--- config.mk ---
export PLATFORM = sky130hd
export DESIGN_NAME = frame_buf_ctrl
export DESIGN_NICKNAME = d
export VERILOG_FILES = /design/src/rtl/frame_buf_pkg.sv /design/src/rtl/frame_pix_cnt.sv /design/src/rtl/frame_buf_ctrl.sv
export SDC_FILE = /design/constraint.sdc
export NUM_CORES = 1
export LEC_CHECK = 0
export ABC_AREA = 1
export BUFFER_PORTS_ARGS = -buffer_cell sky130_fd_sc_hd__buf_4
export CAP_MARGIN = 5
export CORE_AREA = 2 2 108 110
export CTS_CLUSTER_DIAMETER = 120
export DETAILED_ROUTE_END_ITERATION = 8
export DIE_AREA = 0 0 110 112
export PLACE_DENSITY = 0.74
export REMOVE_ABC_BUFFERS = 1
export SETUP_SLACK_MARGIN = 0.05
export SYNTH_ARGS = -nofsm -noshare
export SYNTH_HDL_FRONTEND = slang
export SYNTH_HIERARCHICAL = 1
export SYNTH_SLANG_ARGS = --single-unit
--- constraint.sdc ---
create_clock -name cam_in_clk -period 3.5 [get_ports cam_in_clk]
set_input_delay 0 -clock cam_in_clk [delete_from_list [all_inputs] [get_ports cam_in_clk]]
set_output_delay 0 -clock cam_in_clk [all_outputs]
set_load 0.01 [all_outputs]
--- src/rtl/frame_buf_pkg.sv ---
// Shared types and constants for the camera-to-VGA triple frame buffer controller.
package frame_buf_pkg;

  // Pixels in one complete 640x480 frame.
  localparam int FRAME_PIXELS_DEF = 307200;

  // Camera-side write FSM.
  typedef enum logic [1:0] {
    CAM_IDLE   = 2'd0,
    CAM_WRITE  = 2'd1,
    CAM_FROZEN = 2'd2
  } cam_state_e;

  // Index of one of the three frame banks (0..2).
  typedef logic [1:0] bank_t;

  localparam bank_t WR_BANK_RST  = 2'd0;
  localparam bank_t RD_BANK_RST  = 2'd1;
  localparam bank_t RDY_BANK_RST = 2'd2;

  // The bank that is neither a nor b (banks are 0,1,2 so they sum to 3).
  function automatic bank_t third_bank(input bank_t a, input bank_t b);
    third_bank = 2'd3 - a - b;
  endfunction

  // Increment an 8-bit counter, holding at 255.
  function automatic logic [7:0] sat_inc8(input logic [7:0] v);
    if (v == 8'hFF) begin
      sat_inc8 = v;
    end else begin
      sat_inc8 = v + 8'd1;
    end
  endfunction

endpackage

--- src/rtl/frame_pix_cnt.sv ---
// Per-frame pixel counter: saturates at FRAME_PIXELS, tracks an out-of-range
// write flag, and both are cleared at every camera frame start.
module frame_pix_cnt
  import frame_buf_pkg::*;
#(
  parameter int FRAME_PIXELS = FRAME_PIXELS_DEF,
  parameter int CNT_W        = $clog2(FRAME_PIXELS + 1)
) (
  input  logic cam_in_clk,
  input  logic rstn,
  input  logic clr_i,
  input  logic inc_i,
  input  logic bad_i,
  output logic full_o,
  output logic bad_o
);

  localparam logic [CNT_W-1:0] CNT_MAX = CNT_W'(FRAME_PIXELS);

  logic [CNT_W-1:0] cnt_q, cnt_d;
  logic             bad_q, bad_d;

  // Next count: clear has priority over a pixel arriving in the same cycle.
  always_comb begin
    cnt_d = cnt_q;
    bad_d = bad_q;
    if (clr_i) begin
      cnt_d = {CNT_W{1'b0}};
      bad_d = 1'b0;
    end else begin
      if (inc_i && (cnt_q != CNT_MAX)) begin
        cnt_d = cnt_q + CNT_W'(1'b1);
      end else begin
        cnt_d = cnt_q;
      end
      bad_d = bad_q | bad_i;
    end
  end

  // Counter and bad-flag registers.
  always_ff @(posedge cam_in_clk or negedge rstn) begin
    if (!rstn) begin
      cnt_q <= {CNT_W{1'b0}};
      bad_q <= 1'b0;
    end else begin
      cnt_q <= cnt_d;
      bad_q <= bad_d;
    end
  end

  assign full_o = (cnt_q == CNT_MAX);
  assign bad_o  = bad_q;

endmodule

--- src/rtl/frame_buf_ctrl.sv ---
// Triple-buffer controller between a camera writer and a VGA reader.
// Bank W receives camera pixels, bank D is displayed, bank L holds the latest
// completed frame until VGA picks it up at its next frame start.
module frame_buf_ctrl
  import frame_buf_pkg::*;
#(
  parameter int ADDR_W       = 19,
  parameter int DATA_W       = 12,
  parameter int FRAME_PIXELS = FRAME_PIXELS_DEF
) (
  input  logic              cam_in_clk,
  input  logic              rstn,
  input  logic              cam_frame_start,
  input  logic              cam_we,
  input  logic [ADDR_W-1:0] cam_addr,
  input  logic [DATA_W-1:0] cam_data,
  input  logic              vga_frame_start,
  input  logic [ADDR_W-1:0] vga_addr,
  input  logic              freeze,
  output logic              mem_we,
  output logic [ADDR_W+1:0] mem_waddr,
  output logic [DATA_W-1:0] mem_wdata,
  output logic [ADDR_W+1:0] mem_raddr,
  output logic [1:0]        wr_bank,
  output logic [1:0]        rd_bank,
  output logic              ready_valid,
  output logic [7:0]        drop_cnt,
  output logic [15:0]       frame_cnt
);

  localparam logic [ADDR_W:0] ADDR_LIMIT = (ADDR_W + 1)'(FRAME_PIXELS);

  cam_state_e        state_q, state_d;
  bank_t             wr_bank_q, wr_bank_d;
  bank_t             rd_bank_q, rd_bank_d;
  bank_t             rdy_bank_q, rdy_bank_d;
  logic              ready_valid_q, ready_valid_d;
  logic [7:0]        drop_cnt_q, drop_cnt_d;
  logic [15:0]       frame_cnt_q, frame_cnt_d;
  logic              mem_we_q, mem_we_d;
  logic [ADDR_W+1:0] mem_waddr_q, mem_waddr_d;
  logic [DATA_W-1:0] mem_wdata_q, mem_wdata_d;
  logic [ADDR_W+1:0] mem_raddr_q, mem_raddr_d;

  logic addr_in_range_s;
  logic pix_acc_s;
  logic pix_bad_s;
  logic pix_full_s;
  logic pix_bad_flag_s;
  logic frame_ok_s;

  assign addr_in_range_s = ({1'b0, cam_addr} < ADDR_LIMIT);
  assign pix_acc_s       = (state_q == CAM_WRITE) && cam_we && addr_in_range_s;
  assign pix_bad_s       = (state_q == CAM_WRITE) && cam_we && !addr_in_range_s;
  assign frame_ok_s      = pix_full_s && !pix_bad_flag_s;

  frame_pix_cnt #(
    .FRAME_PIXELS(FRAME_PIXELS)
  ) u_pix_cnt (
    .cam_in_clk(cam_in_clk),
    .rstn      (rstn),
    .clr_i     (cam_frame_start),
    .inc_i     (pix_acc_s),
    .bad_i     (pix_bad_s),
    .full_o    (pix_full_s),
    .bad_o     (pix_bad_flag_s)
  );

  // Bank rotation and FSM next state: the VGA pickup is resolved first so a
  // same-cycle camera completion picks its new write bank against the new D.
  always_comb begin
    state_d       = state_q;
    wr_bank_d     = wr_bank_q;
    rd_bank_d     = rd_bank_q;
    rdy_bank_d    = rdy_bank_q;
    ready_valid_d = ready_valid_q;
    drop_cnt_d    = drop_cnt_q;
    frame_cnt_d   = frame_cnt_q;

    if (vga_frame_start && ready_valid_q) begin
      rd_bank_d     = rdy_bank_q;
      ready_valid_d = 1'b0;
    end else begin
      rd_bank_d     = rd_bank_q;
    end

    if (cam_frame_start) begin
      case (state_q)
        CAM_WRITE: begin
          if (frame_ok_s) begin
            rdy_bank_d    = wr_bank_q;
            wr_bank_d     = third_bank(wr_bank_q, rd_bank_d);
            ready_valid_d = 1'b1;
            frame_cnt_d   = frame_cnt_q + 16'd1;
          end else begin
            drop_cnt_d    = sat_inc8(drop_cnt_q);
          end
        end
        CAM_IDLE, CAM_FROZEN: begin
          wr_bank_d = wr_bank_q;
        end
        default: begin
          wr_bank_d = wr_bank_q;
        end
      endcase
      if (freeze) begin
        state_d = CAM_FROZEN;
      end else begin
        state_d = CAM_WRITE;
      end
    end else begin
      state_d = state_q;
    end
  end

  // Memory port next values: the write bank is captured together with the
  // pixel, so a swap on the same edge cannot split bank and address.
  always_comb begin
    mem_we_d    = pix_acc_s;
    mem_waddr_d = mem_waddr_q;
    mem_wdata_d = mem_wdata_q;
    if (pix_acc_s) begin
      mem_waddr_d = {wr_bank_q, cam_addr};
      mem_wdata_d = cam_data;
    end else begin
      mem_waddr_d = mem_waddr_q;
      mem_wdata_d = mem_wdata_q;
    end
    mem_raddr_d = {rd_bank_d, vga_addr};
  end

  // Single state/output register block for the camera FSM and buffer control.
  always_ff @(posedge cam_in_clk or negedge rstn) begin
    if (!rstn) begin
      state_q       <= CAM_IDLE;
      wr_bank_q     <= WR_BANK_RST;
      rd_bank_q     <= RD_BANK_RST;
      rdy_bank_q    <= RDY_BANK_RST;
      ready_valid_q <= 1'b0;
      drop_cnt_q    <= 8'd0;
      frame_cnt_q   <= 16'd0;
      mem_we_q      <= 1'b0;
      mem_waddr_q   <= {(ADDR_W + 2){1'b0}};
      mem_wdata_q   <= {DATA_W{1'b0}};
      mem_raddr_q   <= {RD_BANK_RST, {ADDR_W{1'b0}}};
    end else begin
      state_q       <= state_d;
      wr_bank_q     <= wr_bank_d;
      rd_bank_q     <= rd_bank_d;
      rdy_bank_q    <= rdy_bank_d;
      ready_valid_q <= ready_valid_d;
      drop_cnt_q    <= drop_cnt_d;
      frame_cnt_q   <= frame_cnt_d;
      mem_we_q      <= mem_we_d;
      mem_waddr_q   <= mem_waddr_d;
      mem_wdata_q   <= mem_wdata_d;
      mem_raddr_q   <= mem_raddr_d;
    end
  end

  assign mem_we      = mem_we_q;
  assign mem_waddr   = mem_waddr_q;
  assign mem_wdata   = mem_wdata_q;
  assign mem_raddr   = mem_raddr_q;
  assign wr_bank     = wr_bank_q;
  assign rd_bank     = rd_bank_q;
  assign ready_valid = ready_valid_q;
  assign drop_cnt    = drop_cnt_q;
  assign frame_cnt   = frame_cnt_q;

endmodule
### Word level (Yosys, flattened, before mapping)

Index checks and enable logic that the tools add are counted.

* bits in registers: 108

* magnitude comparators: 1
* reduce and logical (&&, ||, !) cells: 11
* $add $sub $neg: 5
* muxes and demuxes: 9
* bitwise gates (word level): 3
* equality and inequality tests: 4

Operators by type and width (count)
* 19-bit two-way mux: 2
* 19-bit by 1-bit adder with 19-bit output (second input constant): 1
* 19-bit equality test (second input constant): 1
* 19-bit less-than comparator (second input constant): 1
* 19-bit != test (second input constant): 1
* 16-bit by 1-bit adder with 16-bit output (second input constant): 1
* 8-bit by 1-bit adder with 8-bit output (second input constant): 1
* 8-bit equality test (second input constant): 1
* 1-bit logical AND: 6
* 1-bit two-way mux: 5
* 2-bit two-way mux: 2
* 4-bit AND reduction: 1
* 3-bit AND reduction: 1
* 2-bit by 1-bit equality test with 1-bit output (second input constant): 1
* 1-bit logical NOT: 2
* 1-bit NOT: 2
* 2-bit nonzero test: 1
* 2-bit subtractor: 1
* 2-bit subtractor (first input constant): 1
* 1-bit bitwise OR: 1

### Depth between registers and ports, before layout

Gate-level depths: netlist of run 1.

* depth after elaboration: 6
* gate-level depth with buffers: 12

### Modules after synthesis

Netlist of run 1, hierarchy kept.

By module, submodules not included
* frame_buf_ctrl: area an instance 3633.5 um^2, instances 1, cells an instance 388, sequential area each 2154.6 um^2
* frame_pix_cnt: area an instance 1377.6 um^2, instances 1, cells an instance 202, sequential area each 500.5 um^2

### Worst setup path before layout of run 1

No wires, ideal clock.

* path kind: register to register
* from: reg u_pix_cnt.cnt_q[0]
* to: reg frame_cnt_q[7], in the netlist frame_cnt[7]
* data arrival time: 1.723 ns
* setup time: 0.126 ns
* slack: 1.651 ns
* cell stages (with the launch flop): 11
* cell sequence: dfrtp_1 > inv_1 > ha_1 > nand3_1 > nor4_1 > inv_1 > nor2_4 > inv_1 > nor2_8 > nand3_2 > xnor2_1

* longest elaborated chain between the ends: 3

Ends and longest elaborated chain
* from (decl): line frame_pix_cnt.sv:20 `logic [CNT_W-1:0] cnt_q, cnt_d;`
* from (signal assigned): line frame_pix_cnt.sv:43 `cnt_q <= {CNT_W{1'b0}};`
* from (signal assigned): line frame_pix_cnt.sv:46 `cnt_q <= cnt_d;`
* 19-bit equality test: line frame_pix_cnt.sv:51 `assign full_o = (cnt_q == CNT_MAX);`
* via pix_full_s: line frame_buf_ctrl.sv:48 `logic pix_full_s;`
* 1-bit logical AND: line frame_buf_ctrl.sv:55 `assign frame_ok_s = pix_full_s && !pix_bad_flag_s;`
* 3-bit AND reduction (no line)
* to (signal assigned): line frame_buf_ctrl.sv:153 `frame_cnt_q <= frame_cnt_d;`
* to (decl): line frame_buf_ctrl.sv:39 `logic [15:0] frame_cnt_q, frame_cnt_d;`

The timed path passes the listed nets, and every way through them passes these cells.
A chain may end at the register's enable or synchronous reset.

### Final worst setup path of run 1

* from: reg state_q[1]
* to: reg u_pix_cnt.cnt_q[11]

* longest elaborated chain between the ends: 5

Ends and longest elaborated chain
* from (decl): line frame_buf_ctrl.sv:33 `cam_state_e state_q, state_d;`
* from (signal assigned): line frame_buf_ctrl.sv:147 `state_q <= state_d;`
* 2-bit by 1-bit equality test with 1-bit output: line frame_buf_ctrl.sv:53 `assign pix_acc_s = (state_q == CAM_WRITE) && cam_we && addr_in_range_s;`
* 1-bit logical AND (2 in a row): line frame_buf_ctrl.sv:53
* 1-bit logical AND: line frame_pix_cnt.sv:31 `if (inc_i && (cnt_q != CNT_MAX)) begin`
* 2-bit nonzero test (no line)

No other way between the ends.

==> flow_metrics.tcl, run 1 <==
set metrics [dict create \
    viasPerCell 4.82 \
    crit_path_max_incr_delay_ns 0.42 \
    postSynthAreaPerCell_um2 8.49 \
    crit_slowest_cell "dfrtp_1" \
    r2r_slack_ns 1.07 \
    first_global_vias 4407 \
    final_util_pct 62.8 \
    hp-start "vga_addr[4]" \
    drive_gt1_share_pct 24.9 \
    dp_hpwl_um 8190 \
    min_period_ns 2.43 \
    yosys.area_share.xor_xnor_pct 4.72 \
    cts_made_buffers 9 \
    placedCellCount 859 \
    maxSlewViolCount 0 \
    yosys.area_share.simple_pct 31.8 \
    cts_setup_buffers 0 \
    synth_fa_ha_area_share_pct 1.25 \
    timing.final.hold_violations 0 \
    yosysSeqAreaShare_pct 53.0 \
    worstPathRequired_ns 3.73 \
    diodes 0 \
    port_buffers 139 \
    grt_usage_pct 21.6 \
    final_antenna_net_count 0 \
    grt_pass1_wl_um 20900 \
    muxShareOfSynthArea_pct 0.225 \
    num_rows 39 \
    wl_per_cell_um 13.4 \
    yosysTopAreaCell "dfrtp_1" \
    p_leak_nw 3.56 \
    yosysMostFrequentCell "nand2_1" \
    core_mm2 0.0112 \
    synth_top_family_by_area "simple AND/OR/NAND/NOR gates" \
    vias 4478 \
    synth_edf_count 0 \
    root_buffer "clkbuf_16" \
    wl_um 12400 \
    hp-class "primary input to flip-flop" \
    maxCapViolCount 0 \
    synthCells 590 \
    outcome "finished, final reports clean" \
    synthToLayoutAreaGrowth_pct 40.0 \
    ios 140 \
    cts.clk_slew.worst_paths_ns 0.07 \
    finalSetupViolations 0 \
    cts_sinks 106 \
    setup_tns_ns 0 \
    synth_compound_area_share_pct 3.05 \
    antenna_found_initial 0 \
    async_flop_share_pct 100 \
    finClkSkew_ns 0.00706 \
    period_share_pct 69.3 \
    synthTopCellsByArea "dfrtp_1 (52%), nand2_1 (17%), nor2_1 (4.3%), xor2_1 (3.3%), inv_1 (3.2%)" \
    critPathLaunchType "flip-flop" \
    fillers 898 \
    yosysWarningCount 6 \
    drt-initial-drc-count 313 \
    fmax_mhz 412 \
    reg2reg_from "state_q[1]" \
    crit_type "flip-flop to flip-flop" \
    grt_setup_unrepaired "no" \
    worstPathMaxFanout 41 \
    cts_max_path_buffers 2 \
    die-area_mm2 0.0123 \
    die_width_um 110 \
    tightest_slew_ns 1.07 \
    grt_max_degree 86 \
    final_nets 842 \
    htree_levels 3 \
    finalNonFillerCells 929 \
    end_kind "flip-flop" \
    ys_ff_latch 106 \
    r2r_end "u_pix_cnt/cnt_q[11]" \
    netlist_area_mm2 0.00501 \
    cp_cell_sequence "inv_2 -> and3_1 -> nand3_4 -> inv_4 -> nand2_2 -> nand2_2 -> clkinv_2 -> nand2_1 -> nand2_1" \
    clock_latency_ns 0.35 \
    cts_tree "yes" \
    initial_core_util_pct 44.8 \
    yosysUniqueCellTypes 36 \
    slew_headroom_pct 28.6 \
    grt.overflow.total 0 \
    synth_top_area_share_pct 51.9 \
    whs_path_depth 2 \
    synth_common_cells "nand2_1 (232), dfrtp_1 (104), nor2_1 (58)" \
    dr.pass1.iters 4 \
    ff2ff_path_depth 9 \
    gp_routability_congestion 0.902 \
    vdd_drop_max_v 0.000291 \
    holdPathEnd "mem_raddr[4]" \
    synthFlopType "dfrtp_1" \
    drc 0 \
    power_density_mw_per_mm2 454 \
    worst_ep_arrival_time_ns 2.66 \
    die_y_um 112 \
]
cell families after synthesis:
| kind of cell | Yosys count |
|---|---|
| AOI/OAI and AO/OA | 28 |
| xor gates and xnor gates | 27 |
| adders and majority gates | 5 |
| buffers and inverters | 64 |
| DFF | 106 |
| muxes | 1 |
| and+or+nand+nor | 359 |
area by class of cell:
| cell class | instances | area, um2 | share of cell area (%) |
|---|---|---|---|
| Inverter | 50 | 195 | 2.78 |
| Clock buffer | 10 | 239 | 3.41 |
| Tap cell | 143 | 179 | 2.55 |
| Timing Repair Buffer | 194 | 1590 | 22.7 |
| Clock inverter | 6 | 97.6 | 1.39 |
| Multi-Input combinational cell | 420 | 2060 | 29.3 |
| Sequential cell | 106 | 2660 | 37.9 |
where the power goes:
group	switching (mW)	leakage [nW]	internal, mW
Clock	0.466	0.159	0.657
Sequential	0.0990	1.35	1.36
Combinational	0.288	2.05	0.318
registers in the layout, indices dropped and copies added (netlist names):
| signal | count |
|---|---|
| frame_cnt | 16 |
| mem_raddr | 21 |
| rdy_bank_q | 2 |
| wr_bank | 2 |
| mem_we | 1 |
| drop_cnt | 8 |
| mem_wdata | 12 |
| u_pix_cnt/cnt_q | 19 |
| u_pix_cnt/bad_o | 1 |
| mem_waddr | 21 |
| ready_valid | 1 |
| state_q | 2 |
critical path: cells and delay by family (launching register included):
kind,cells,cell delay (ns)
simple gates,6,1.12
buf+inv,3,0.75
flops,1,0.42
routing by layer:
layer  GRT usage (%)  part of all wire [%]
met5               0                     0
met4            10.6                   3.5
met3            3.92                   4.9
met2            35.7                    50
met1            26.8                    41
worst max-delay path by stage:
stage | slack [ns] | to | startpoint
3_3_place_gp | 1.20 | u_pix_cnt/cnt_q[16] | state_q[1]
4_1_cts | 1.07 | u_pix_cnt/cnt_q[13] | state_q[1]
2_1_floorplan | 1.57 | u_pix_cnt/cnt_q[17] | state_q[1]
6_report | 1.07 | u_pix_cnt/cnt_q[11] | state_q[1]
5_1_grt | 0.81 | u_pix_cnt/cnt_q[5] | state_q[1]
3_5_place_dp | 1.10 | u_pix_cnt/cnt_q[13] | state_q[1]
cells in the final DEF (no fill, tap or decap), types with 2 or more instances in the layout:
cell type / n
nand3_2: 6
o21ai_2: 2
nand2_4: 2
inv_1: 43
clkbuf_16: 9
clkinvlp_4: 2
dfstp_2: 2
nor2_2: 5
nor2_1: 58
dfrtp_1: 104
nor2_4: 6
nand2_1: 232
ha_1: 5
buf_4: 140
nand3_1: 24
nand4_1: 13
inv_2: 3
nand2_2: 5
inv_4: 2
o21ai_0: 12
inv_8: 2
clkinv_2: 2
xnor2_1: 8
xor2_1: 19
dlygate4sd3_1: 54
nand3_4: 2
bufinv_16: 2
o21ai_1: 12
per-stage QoR:
stage | power (mW) | area (um2) | hold slack (ns) | setup slack [ns]
6_report | 3.18 | 7010 | 0.306 | 1.07
2_1_floorplan | 1.70 | 4910 | -0.296 | 1.57
4_1_cts | 3.21 | 7010 | 0.292 | 1.07
3_3_place_gp | 2.02 | 6140 | 0.110 | 1.20
3_5_place_dp | 2.03 | 6140 | 0.110 | 1.10
5_1_grt | 3.35 | 7010 | 0.302 | 0.813
repair_timing:
item,CTS,global route
resized for setup,0,0
hold buffers,54,0
hold endpoints to repair,136,0
endpoints found under the setup margin,0,0
(Power assumes the default switching activity.)
==> run 2: changes to the inputs <==
--- a/config.mk
+++ b/config.mk
@@ -5,14 +5,14 @@
 export SDC_FILE = /design/constraint.sdc
 export NUM_CORES = 1
 export LEC_CHECK = 0
-export ABC_AREA = 1
+export ABC_AREA = 0
 export BUFFER_PORTS_ARGS = -buffer_cell sky130_fd_sc_hd__buf_4
 export CAP_MARGIN = 5
-export CORE_AREA = 2 2 108 110
+export CORE_AREA = 2 2 102 104
 export CTS_CLUSTER_DIAMETER = 120
 export DETAILED_ROUTE_END_ITERATION = 8
-export DIE_AREA = 0 0 110 112
-export PLACE_DENSITY = 0.74
+export DIE_AREA = 0 0 104 106
+export PLACE_DENSITY = 0.79
 export REMOVE_ABC_BUFFERS = 1
 export SETUP_SLACK_MARGIN = 0.05
 export SYNTH_ARGS = -nofsm -noshare
==> constraint.sdc (replaced) <==
create_clock -name cam_in_clk -period 2.1 [get_ports cam_in_clk]
set_input_delay 0 -clock cam_in_clk [delete_from_list [all_inputs] [get_ports cam_in_clk]]
set_output_delay 0 -clock cam_in_clk [all_outputs]
set_load 0.01 [all_outputs]
==> run 2 against run 1 <==
The run now ends with negative setup slack left. Clock skew rose by 0.0088 ns. Via count is 16% lower. Sequential share of layout area up 1.2 points. Area after synthesis down 11%. Critical endpoint is now frame_cnt[14]. Highest routed layer unchanged.
==> flow_metrics.tcl, run 2 <==
set metrics [dict create \
    grt_setup_unrepaired "yes" \
    critPathLaunchType "flip-flop" \
    die-area_mm2 0.0110 \
    grt_max_degree 54 \
    fin_ws_ns -0.241 \
    synth_edf_count 0 \
    maxCapViolCount 0 \
    cts_made_buffers 9 \
    finalSetupViolations 11 \
    vias 3768 \
    synthFlopType "dfrtp_1" \
    power_switching_mw 1.42 \
    ios 140 \
    gp_routability_congestion 0.811 \
    final_common_cell "buf_4" \
    hp-class "primary input to async pin" \
    fillers 706 \
    core_mm2 0.0100 \
    power_density_mw_per_mm2 716 \
    end_kind "flip-flop" \
    switching_share_pct 29.3 \
    power.share.sequential_pct 51.4 \
    cp_cell_sequence "nor4_2 -> nand4_1 -> nor4_2 -> buf_4 -> and4b_1 -> or4b_4 -> nand2b_4 -> xnor2_2" \
    diodes 0 \
    cts_max_path_buffers 2 \
    port_buffers 139 \
    postSynthAreaPerCell_um2 12.3 \
    num_rows 37 \
    place_ws_ns -0.262 \
    dp_hpwl_um 7580 \
    synth_top_area_share_pct 58.3 \
    fmax_mhz 427 \
    yosysTopAreaCell "dfrtp_1" \
    maxSlewViolCount 0 \
    drc 0 \
    min_period_ns 2.34 \
    synthCells 362 \
    tightest_slew_ns 0.435 \
    cts.clk_slew.worst_paths_ns 0.11 \
    yosysWarningCount 6 \
    root_buffer "clkbuf_8" \
    worstPathMaxFanout 4 \
    yosysSeqAreaShare_pct 59.5 \
    die_y_um 106 \
    crit_top_cell "nor4_2" \
    timing.final.hold_violations 0 \
    finalNonFillerCells 734 \
    grt_usage_pct 21.3 \
    drt-initial-drc-count 285 \
    slew_headroom_pct 70.8 \
    die_width_um 104 \
    p_int_mw 3.44 \
    synthToLayoutAreaGrowth_pct 52.2 \
    worstPathRequired_ns 2.37 \
    viasPerCell 5.13 \
    wl_um 11900 \
    synthTopCellsByArea "dfrtp_1 (58%), mux2_1 (8.3%), xnor2_1 (3.1%), nand2_1 (2.8%), xor2_1 (2.5%)" \
    p_leak_nw 3.26 \
    finClkSkew_ns 0.0159 \
    crit_slowest_cell "or4b_4" \
    cts_tree "yes" \
    yosysUniqueCellTypes 53 \
    grt.overflow.total 0 \
    timing.hold.ws_ns 0.105 \
    dr.pass1.iters 4 \
    crit_type "flip-flop to flip-flop" \
    first_global_vias 3925 \
    outcome "finished with violations" \
    yosysMostFrequentCell "dfrtp_1" \
    combPwrFrac_pct 23.2 \
    drive_gt1_share_pct 38.6 \
    placedCellCount 654 \
    final_nets 654 \
    synth_common_cells "dfrtp_1 (104), mux2_1 (33), nand2_1 (33)" \
    clock_latency_ns 0.37 \
    path_delay_family "simple AND/OR/NAND/NOR gates" \
    antenna_found_initial 0 \
    ys_ff_latch 106 \
    htree_levels 3 \
    clkPwrFrac_pct 25.4 \
    grt_pass1_wl_um 18800 \
    power_mw 4.87 \
    initial_core_util_pct 44.7 \
    period_share_pct 111 \
    setup_tns_ns -1.28 \
    vdd_drop_max_v 0.000526 \
    cts_sinks 106 \
    critPathBufInv 1 \
    violations "negative setup slack" \
    async_flop_share_pct 100 \
    netlist_area_mm2 0.00447 \
    worst_ep_arrival_time_ns 2.61 \
    crit_path_max_incr_delay_ns 0.50 \
    most-common-layout-cells "buf_4 (172), dfrtp_1 (103), dlygate4sd3_1 (55)" \
    wl_per_cell_um 16.2 \
    final_antenna_net_count 0 \
]
-- run 2: changes by cell type after synthesis, sizes merged, moves of 6 or more --
cell   delta
nand2   -206
nor2     -48
inv      -36
mux2     +36
o21ai    -20
nand3    -19
nor4     +12
a21oi     +9
xnor2     +9
xor2      -6
-- run 2: cell families after synthesis --
logic type | synth area share (%)
buffers and inverters | 2.38
adder cells (fa/ha/maj) | 1.40
flip-flops | 59.5
XOR/XNOR | 6.05
AO/OA/AOI/OAI | 4.12
multiplexers | 9.78
AND/OR/NAND/NOR | 16.8
-- run 2: cell type report --
cell class | count | area [um2] | area share [%]
repair buffers | 231 | 1900 | 27.9
inverters | 12 | 45.0 | 0.663
clock buffers | 10 | 138 | 2.03
flip-flops and latches | 106 | 2660 | 39.1
well taps | 136 | 170 | 2.50
clock inverters | 6 | 53.8 | 0.792
multi-input cells | 233 | 1840 | 27.0
-- run 2: worst register-to-register path: stages, from the launching register on --
cell and delay [ns]:
dfrtp_1 0.41, nor4_2 0.29, nand4_1 0.15, nor4_2 0.27, buf_4 0.16, and4b_1 0.19, or4b_4 0.50, nand2b_4 0.17
xnor2_2 0.12
-- run 2: power by group through the flow --
stage	Clock, mW	Sequential, mW	Combinational (mW)
5_1_grt	1.37	2.54	1.21
3_3_place_gp	0	2.51	0.962
6_report	1.24	2.50	1.13
4_1_cts	1.28	2.49	1.08
2_1_floorplan	0	2.63	0.236
3_5_place_dp	0	2.53	0.992
-- run 2: routing by layer --
metal  GRT usage [%]  vias to the layer above  wire length (um)
met5               0                        -                 0
met4            7.72                        0               313
met3            4.35                       33               644
met2            39.6                      152              6460
met1            24.1                     1843              4450
li1                -                     1740                 -
-- run 2: stage by stage --
stage | instance area, um2 | util [%]
after floorplan | 4400 | -
after global placement | 5850 | 58.5
after detailed placement | 5850 | 58.5
after CTS | 6640 | 66.4
after global routing | 6800 | 68.0
final | 6800 | 68.0
-- run 2: worst paths after layout --
kind / from / end / slack (ns) / depth (start not counted)
setup reg to reg: u_pix_cnt/cnt_q[2] / frame_cnt[14] / -0.24 / 8
hold / removal: rstn / frame_cnt[15] / 0.10 / 2
max in group asynchronous: rstn / mem_raddr[19] / 1.33 / 3
min in group cam_in_clk: cam_we / mem_we / 0.23 / 5
setup / recovery: u_pix_cnt/cnt_q[2] / frame_cnt[14] / -0.24 / 8
hold reg to reg: rdy_bank_q[1] / rdy_bank_q[1] / 0.47 / 2
-- run 2: what timing repair did --
item	in CTS	in global routing
hold buffers	55	0
setup endpoints to repair	9	36
gates resized for setup	6	26
buffers inserted	2	9
pin swaps	10	10
endpoints found under the hold margin	158	0
